### src/rtl/dmem_arbiter.sv
// Shares the data-memory RAM port between the CPU load/store path and a debug/loader requester.
// Fixed CPU priority with a starvation counter; define DMEM_ARB_RR_EN for round-robin instead.
module dmem_arbiter #(
  parameter int unsigned ADDR_W       = 14,
  parameter int unsigned STARVE_LIMIT = 4
) (
  input  logic              clock,
  input  logic              reset,
  input  logic              cpu_req,
  input  logic              cpu_wren,
  input  logic [31:0]       cpu_addr,
  input  logic [31:0]       cpu_wdata,
  input  logic [2:0]        cpu_access_type,
  output logic              cpu_stall,
  output logic              cpu_rvalid,
  output logic [31:0]       cpu_rdata,
  input  logic              dbg_valid,
  output logic              dbg_ready,
  input  logic              dbg_wren,
  input  logic [31:0]       dbg_addr,
  input  logic [31:0]       dbg_wdata,
  input  logic [2:0]        dbg_access_type,
  output logic              dbg_rvalid,
  output logic [31:0]       dbg_rdata,
  output logic              ram_wen,
  output logic [ADDR_W-1:0] ram_addr,
  output logic [31:0]       ram_din,
  output logic [2:0]        ram_access_type,
  input  logic [31:0]       ram_dout
);

  localparam int unsigned CNT_W   = 4;
  localparam logic        OWN_CPU = 1'b0;
  localparam logic        OWN_DBG = 1'b1;

  logic cpu_grant;
  logic dbg_grant;
  logic rd_pending_q, rd_pending_d;
  logic rd_owner_q, rd_owner_d;

  // Requester address bits above the RAM width are dropped silently.
  logic unused_addr_hi;
  assign unused_addr_hi = ^{cpu_addr[31:ADDR_W], dbg_addr[31:ADDR_W]};

`ifdef DMEM_ARB_RR_EN
  logic last_winner_q, last_winner_d;

  // Contested cycles go to whoever did not win the previous contest.
  always_comb begin
    cpu_grant = 1'b0;
    dbg_grant = 1'b0;
    if (!reset) begin
      if (cpu_req && dbg_valid) begin
        dbg_grant = (last_winner_q == OWN_CPU);
        cpu_grant = !dbg_grant;
      end else begin
        cpu_grant = cpu_req;
        dbg_grant = dbg_valid;
      end
    end
  end

  always_comb begin
    last_winner_d = last_winner_q;
    if (cpu_req && dbg_valid && !reset) last_winner_d = dbg_grant ? OWN_DBG : OWN_CPU;
  end
`else
  logic [CNT_W-1:0] starve_cnt_q, starve_cnt_d;
  logic             force_dbg;

  // CPU has priority unless debug has been blocked long enough.
  always_comb begin
    force_dbg = (starve_cnt_q >= CNT_W'(STARVE_LIMIT));
    cpu_grant = 1'b0;
    dbg_grant = 1'b0;
    if (!reset) begin
      dbg_grant = dbg_valid && (!cpu_req || force_dbg);
      cpu_grant = cpu_req && !dbg_grant;
    end
  end

  always_comb begin
    starve_cnt_d = '0;
    if (dbg_valid && !dbg_grant) begin
      starve_cnt_d = (starve_cnt_q == {CNT_W{1'b1}}) ? starve_cnt_q : starve_cnt_q + CNT_W'(1);
    end
  end
`endif

  // RAM port mux; idle cycles present the CPU fields with the write enable low.
  always_comb begin
    ram_addr        = cpu_addr[ADDR_W-1:0];
    ram_din         = cpu_wdata;
    ram_access_type = cpu_access_type;
    ram_wen         = cpu_grant && cpu_wren;
    if (dbg_grant) begin
      ram_addr        = dbg_addr[ADDR_W-1:0];
      ram_din         = dbg_wdata;
      ram_access_type = dbg_access_type;
      ram_wen         = dbg_wren;
    end
  end

  always_comb begin
    cpu_stall  = cpu_req && !cpu_grant;
    dbg_ready  = dbg_grant;
    cpu_rvalid = rd_pending_q && (rd_owner_q == OWN_CPU) && !reset;
    dbg_rvalid = rd_pending_q && (rd_owner_q == OWN_DBG) && !reset;
    cpu_rdata  = cpu_rvalid ? ram_dout : 32'd0;
    dbg_rdata  = dbg_rvalid ? ram_dout : 32'd0;
  end

  always_comb begin
    rd_pending_d = (cpu_grant && !cpu_wren) || (dbg_grant && !dbg_wren);
    rd_owner_d   = dbg_grant ? OWN_DBG : OWN_CPU;
  end

  always_ff @(posedge clock) begin
    if (reset) begin
      rd_pending_q <= 1'b0;
      rd_owner_q   <= OWN_CPU;
`ifdef DMEM_ARB_RR_EN
      last_winner_q <= OWN_DBG;
`else
      starve_cnt_q <= '0;
`endif
    end else begin
      rd_pending_q <= rd_pending_d;
      rd_owner_q   <= rd_owner_d;
`ifdef DMEM_ARB_RR_EN
      last_winner_q <= last_winner_d;
`else
      starve_cnt_q <= starve_cnt_d;
`endif
    end
  end

endmodule

### config.mk
export PLATFORM = sky130hd
export DESIGN_NAME = dmem_arbiter
export DESIGN_NICKNAME = d
export VERILOG_FILES = /design/src/rtl/dmem_arbiter.sv
export SDC_FILE = /design/constraint.sdc
export NUM_CORES = 1
export LEC_CHECK = 0
export CAP_MARGIN = 10
export CORE_AREA = 2 2 112 114
export DETAILED_ROUTE_END_ITERATION = 16
export DIE_AREA = 0 0 114 116
export GPL_TIMING_DRIVEN = 0
export PLACE_DENSITY_LB_ADDON = 0.1
export SLEW_MARGIN = 40
export SYNTH_ARGS = -nofsm -noshare
export SYNTH_HDL_FRONTEND = slang
export SYNTH_SLANG_ARGS = --single-unit
### constraint.sdc
create_clock -name clock -period 2.1 [get_ports clock]
set_input_delay 0.42 -clock clock [delete_from_list [all_inputs] [get_ports clock]]
set_output_delay 0.42 -clock clock [all_outputs]
set_load 0.1 [all_outputs]
==> run_results.csv, run 1 <==
group,metric,value,unit
worst_hold_path,hp-class,"in -> reg",
setup_path,crit_fanout,10,
detailed_routing,drt_first_pass_iters,4,
synthesis,synth-compound-area-share,0.0146,
layout,final_common_cell,"clkdlybuf4s50_1",
setup_path,critPathCaptureType,"output pin",
timing,fin_crit_sh,1.09,
setup_path,start_kind,"flop",
timing,slew_violations,0,
layout,postLayoutCellArea,4740,um^2
synthesis,ys_seq_area_frac,0.0778,
floorplanning,io_pins,290,
layout,diodes,0,
synthesis,synth_xor_area_frac,0,
detailed_routing,vias,2129,
setup_path,cp.arrival,1.86,ns
layout,fin_util,0.398,
detailed_routing,drc_errors,0,
detailed_routing,drt_iter0_drc,52,
detailed_routing,wirelength,8440,um
timing,setup_slack,-0.179,ns
timing,setup_violations,49,
synthesis,synth_area,1540,um^2
synthesis,yosys.cell_types.count,21,
layout,area_growth,207,%
synthesis,synthCells,152,
setup_path,critPathKind,"reg -> out",
timing,rsz0062_at_grt,"true",
cts,cts_hold_buf,0,
floorplanning,die-width,114,um
synthesis,yosys_warnings,0,
cts,clk_latency,0.23,ns
synthesis,syn_avg_cell_area,10.2,um^2
cts,clockBufferDepth,2,
placement,placed_cell_area,3740,um^2
synthesis,synthSimpleGateAreaFrac,0.326,
timing,slew_headroom,0.660,
layout,nNetsFinal,588,
flow_run,drv_cap,0,
placement,dp_hpwl,6850,um
floorplanning,start_util,0.130,
setup_path,worst_ep_required_time,1.68,ns
synthesis,syn_nets,325,
global_routing,grt_pass1_vias,2138,
detailed_routing,vias_per_cell,3.80,
timing,whs,0.384,ns
synthesis,ys_ff_latch,6,
power_and_ir_drop,total_leakage_power,2.21,nW
synthesis,synthAdderAreaFrac,0.00810,
detailed_routing,ant_nets,0,
layout,final_cell_mix,"clkdlybuf4s50_1, buf_4, buf_12",
timing,worst_pin_slew,0.514,ns
timing,clock_skew,0.00111,ns
global_routing,grt_use_total,0.115,
power_and_ir_drop,p_total,2.02,mW
power_and_ir_drop,vdd_ir_drop_max,0.201,mV
timing,hold_viol,0,
floorplanning,core_area,11900,um^2
cts,root_buffer,"clkbuf_16",
layout,drive_above_1_share,0.569,
floorplanning,std_cell_rows,40,
timing,max_clock_freq,439,MHz
timing,fin_crit,2.28,ns
cts,clk_pin_slew_worst_paths,0.03,ns
power_and_ir_drop,p_per_area,427,nW/um^2
setup_path,r2r_cells,4,
global_routing,antenna_found_initial,0,
global_routing,grt.overflow.total,0,
cts,cts_tree,"yes",
cts,cts_buffers,3,
detailed_routing,wl_per_cell,15.1,um
floorplanning,dieArea,13200,um^2
outcome,run_status,"finished, violations left",
placement,gp_congestion,0.736,
worst_hold_path,hold_depth,2,
timing,fin_setup_tns,-6.50,ns
placement,io_buffers,253,
outcome,violations,"negative setup slack",
global_routing,grt_pass1_wl,11900,um
floorplanning,die_height,116,um
cts,cts_sinks,6,
synthesis,synth_top_family_by_area,"multiplexers",
global_routing,grt_max_degree,11,
cts,htree_num_levels,1,
synthesis,synth.area.mux_share,0.476,
-- where the power goes --
part / leakage (nW) / internal [mW] / switching, mW / total, mW
clock network: 0.0370 / 0.244 / 0.0608 / 0.305
logic: 2.12 / 0.687 / 0.911 / 1.60
registers: 0.0497 / 0.119 / 0.00246 / 0.121
total: 2.21 / 1.05 / 0.974 / 2.02
-- flip-flops by register name (all words and copies together), names as in the netlist --
register,flops
rd_owner_q,1
rd_pending_q,1
starve_cnt_q,4
-- area by class of cell --
cell class / count / area, um^2
Buffer: 10 / 113
Clock buffer: 3 / 75.1
Fill cell: 1160 / 7170
Inverter: 1 / 3.75
Multi-Input combinational cell: 133 / 1350
Sequential cell: 6 / 121
Tap cell: 147 / 184
Timing Repair Buffer: 260 / 2890
-- Yosys cell counts (all sizes together) --
| cell | n | area (um^2) |
|---|---|---|
| and2 | 66 | 413 |
| a21boi | 1 | 7.51 |
| clkbuf | 6 | 22.5 |
| nor2b | 2 | 20.0 |
| and3 | 1 | 6.26 |
| mux2 | 49 | 736 |
| nand3b | 2 | 15.0 |
| buf | 6 | 120 |
| nor3b | 1 | 7.51 |
| dfxtp | 6 | 120 |
| o21ai | 1 | 5.00 |
| nor2 | 1 | 3.75 |
| inv | 1 | 3.75 |
| ha | 1 | 12.5 |
| or3b | 1 | 11.3 |
| nor3 | 1 | 5.00 |
| conb | 1 | 3.75 |
| nand3 | 2 | 10.0 |
| or2b | 1 | 11.3 |
| a21oi | 2 | 10.0 |
-- worst paths after layout --
path                         from              end  slack [ns]
setup / recovery  starve_cnt_q[2]      ram_din[28]       -0.18
hold / removal              reset     rd_pending_q        0.38
setup reg to reg  starve_cnt_q[2]  starve_cnt_q[2]        0.95
hold reg to reg   starve_cnt_q[0]  starve_cnt_q[0]        0.42
-- timing repair --
| action | CTS | global route |
|---|---|---|
| endpoints found under the setup margin | 118 | 80 |
| cloned | 2 | 0 |
| resized for setup | 281 | 6 |
| pin swaps | 1 | 1 |
| buffers inserted | 8 | 1 |
| endpoints found under the hold margin | 0 | 0 |
-- metrics by stage --
step	setup slack (ns)	instances
after CTS	-0.182	563
after detailed placement	-0.957	552
after floorplan	-0.277	152
after global placement	-1.63	552
after global routing	-0.229	560
final	-0.179	560
-- worst max-delay path, stage by stage, from the launching register on --
cell,delay (ns)
dfxtp_2,0.31
or3b_4,0.39
nor2b_4,0.16
buf_12,0.13
buf_12,0.14
mux2_4,0.31
buf_12,0.17
-- routing by layer --
metal | wire (um) | vias up | global-route usage
met3 | 704 | 6 | 0.0241
met1 | 2700 | 960 | 0.111
met2 | 4940 | 132 | 0.246
li1 | - | 1031 | -
met4 | 103 | 0 | 0.0220
met5 | 0 | - | 0
-- logic make-up after synthesis --
kind of cell | after synthesis
AO/OA/AOI/OAI | 4
multiplexers | 49
other | 1
AND/OR/NAND/NOR | 78
flip-flops | 6
buffers and inverters | 13
adder cells (fa/ha/maj) | 1
No activity file was read; power rests on OpenSTA's default activity.
==> run 2, diff against run 1 <==
--- a/config.mk
+++ b/config.mk
@@ -9,7 +9,6 @@
 export CORE_AREA = 2 2 112 114
 export DETAILED_ROUTE_END_ITERATION = 16
 export DIE_AREA = 0 0 114 116
-export GPL_TIMING_DRIVEN = 0
 export PLACE_DENSITY_LB_ADDON = 0.1
 export SLEW_MARGIN = 40
 export SYNTH_ARGS = -nofsm -noshare
==> constraint.sdc (replaced) <==
create_clock -name clock -period 2.3 [get_ports clock]
set_input_delay 0.46 -clock clock [delete_from_list [all_inputs] [get_ports clock]]
set_output_delay 0.46 -clock clock [all_outputs]
set_load 0.1 [all_outputs]
==> run_results.csv, run 2 (synthesis gave the netlist of run 1 again) <==
group,metric,value,unit
cts,cts_hold_buf,0,
global_routing,antenna_found_initial,0,
layout,fillCellCount,1063,
layout,largest_register_ffs,4,
layout,fin_util,0.478,
timing,max_clock_freq,431,MHz
placement,dp.cells,551,
timing,hold_viol,0,
layout,final_cell_mix,"clkdlybuf4s50_1, buf_12, mux2_4",
global_routing,grt.overflow.total,0,
layout,regMostFlops,"starve_cnt_q",
timing,rsz0062_at_grt,"true",
setup_path,crit_fanout,8,
timing,fin_crit,2.32,ns
cts,clk_pin_slew_worst_paths,0.03,ns
power_and_ir_drop,power.internal,1.02,mW
power_and_ir_drop,p_seq_frac,0.057,
detailed_routing,wirelength,9380,um
detailed_routing,drc_errors,0,
detailed_routing,vias,2173,
cts,htree_num_levels,1,
layout,diodes,0,
floorplanning,die_height,116,um
layout,nNetsFinal,590,
placement,io_buffers,253,
detailed_routing,wl_met2,4920,um
placement,gp_congestion,0.708,
timing,whs,0.419,ns
layout,final_common_cell,"clkdlybuf4s50_1",
power_and_ir_drop,pwr-share-clk,0.145,
global_routing,grt_max_degree,34,
detailed_routing,drt_iter0_drc,54,
cts,cts_buffers,3,
detailed_routing,top_layer,"met4",
timing,setup_violations,26,
timing,fin_setup_tns,-0.249,ns
layout,area_growth,269,%
flow_run,drv_cap,0,
outcome,run_status,"finished, violations left",
cts,cts_sinks,6,
floorplanning,die-width,114,um
cts,clk_latency,0.23,ns
floorplanning,io_pins,290,
global_routing,grt_use_total,0.131,
layout,postLayoutCellArea,5690,um^2
power_and_ir_drop,p_sw,0.914,mW
layout,layout.cells.non_filler,562,
timing,clock_skew,0.00115,ns
setup_path,critPathCaptureType,"output pin",
cts,cts_tree,"yes",
timing,slew_violations,0,
global_routing,grt_pass1_vias,2270,
power_and_ir_drop,switching_share,0.472,
placement,post-place-ws,-0.406,ns
worst_hold_path,hp-class,"reg -> reg",
detailed_routing,wl_per_cell,16.7,um
outcome,violations,"negative setup slack",
detailed_routing,wl_met1,3390,um
cts,clockBufferDepth,2,
setup_path,start_kind,"flop",
setup_path,worst_ep_required_time,1.84,ns
detailed_routing,ant_nets,0,
floorplanning,core_area,11900,um^2
placement,placed_cell_area,5460,um^2
detailed_routing,vias_per_cell,3.87,
timing,fin_crit_sh,1.01,
timing,setup_slack,-0.0225,ns
layout,drive_above_1_share,0.520,
power_and_ir_drop,p_total,1.94,mW
detailed_routing,drt_first_pass_iters,4,
placement,dp_hpwl,7800,um
setup_path,critPathKind,"reg -> out",
power_and_ir_drop,total_leakage_power,2.42,nW
cts,root_buffer,"clkbuf_16",
power_and_ir_drop,combPwrFrac,0.798,
power_and_ir_drop,vdd_ir_drop_max,0.219,mV
power_and_ir_drop,p_per_area,340,nW/um^2
floorplanning,std_cell_rows,40,
floorplanning,dieArea,13200,um^2
floorplanning,start_util,0.130,
global_routing,grt_pass1_wl,13300,um
setup_path,cp.arrival,1.86,ns
layout,largestRegisters,"starve_cnt_q (4), rd_owner_q (1), rd_pending_q (1)",
detailed_routing,wl_met3,959,um
run 2: cell count changes in the layout (fill, tap and decap cells not counted), sizes merged:
| cell | previous run | this run |
|---|---|---|
| buf | 131 | 138 |
| clkbuf | 10 | 5 |
run 2: repair_timing:
item                                    in CTS  in global routing
setup buffers                                4                  2
pin swaps                                    1                  1
endpoints found under the setup margin     117                 49
cloned                                       3                  2
endpoints found under the hold margin        0                  0
gates resized for setup                     17                  2
run 2: power by group through the flow:
stage / clock network, mW / logic [mW] / registers (mW)
after detailed placement: 0 / 1.52 / 0.112
after global placement: 0 / 1.51 / 0.111
after CTS: 0.288 / 1.56 / 0.110
after global routing: 0.295 / 1.59 / 0.110
after floorplan: 0 / 0.856 / 0.111
final: 0.282 / 1.55 / 0.110
run 2: routing by layer:
| metal | up-vias | global-route usage |
|---|---|---|
| li1 | 1040 | - |
| met1 | 983 | 0.136 |
| met2 | 142 | 0.249 |
| met3 | 8 | 0.0523 |
| met4 | 0 | 0.0309 |
| met5 | - | 0 |
run 2: layout make-up:
cell class / instances / area [um^2] / share of cell area
multi-input cells: 133 / 1310 / 0.230
inverters: 1 / 3.75 / 0.000659
clock buffers: 3 / 75.1 / 0.0132
flip-flops and latches: 6 / 121 / 0.0213
repair buffers: 272 / 4000 / 0.703
well taps: 147 / 184 / 0.0323
run 2: final timing paths:
path                                       from         endpoint  slack (ns)  cells past startpoint
worst max-delay path            starve_cnt_q[2]      ram_din[21]       -0.02                      6
worst max register to register  starve_cnt_q[2]  starve_cnt_q[2]        1.16                      4
worst min-delay path            starve_cnt_q[0]  starve_cnt_q[0]        0.42                      1
worst min register to register  starve_cnt_q[0]  starve_cnt_q[0]        0.42                      1
run 2: worst max-delay path: stages, from the launching register on:
cell	delay (ns)
dfxtp_2	0.31
or3b_4	0.39
nor2b_4	0.15
buf_6	0.13
clkbuf_16	0.17
mux2_4	0.31
buf_12	0.17
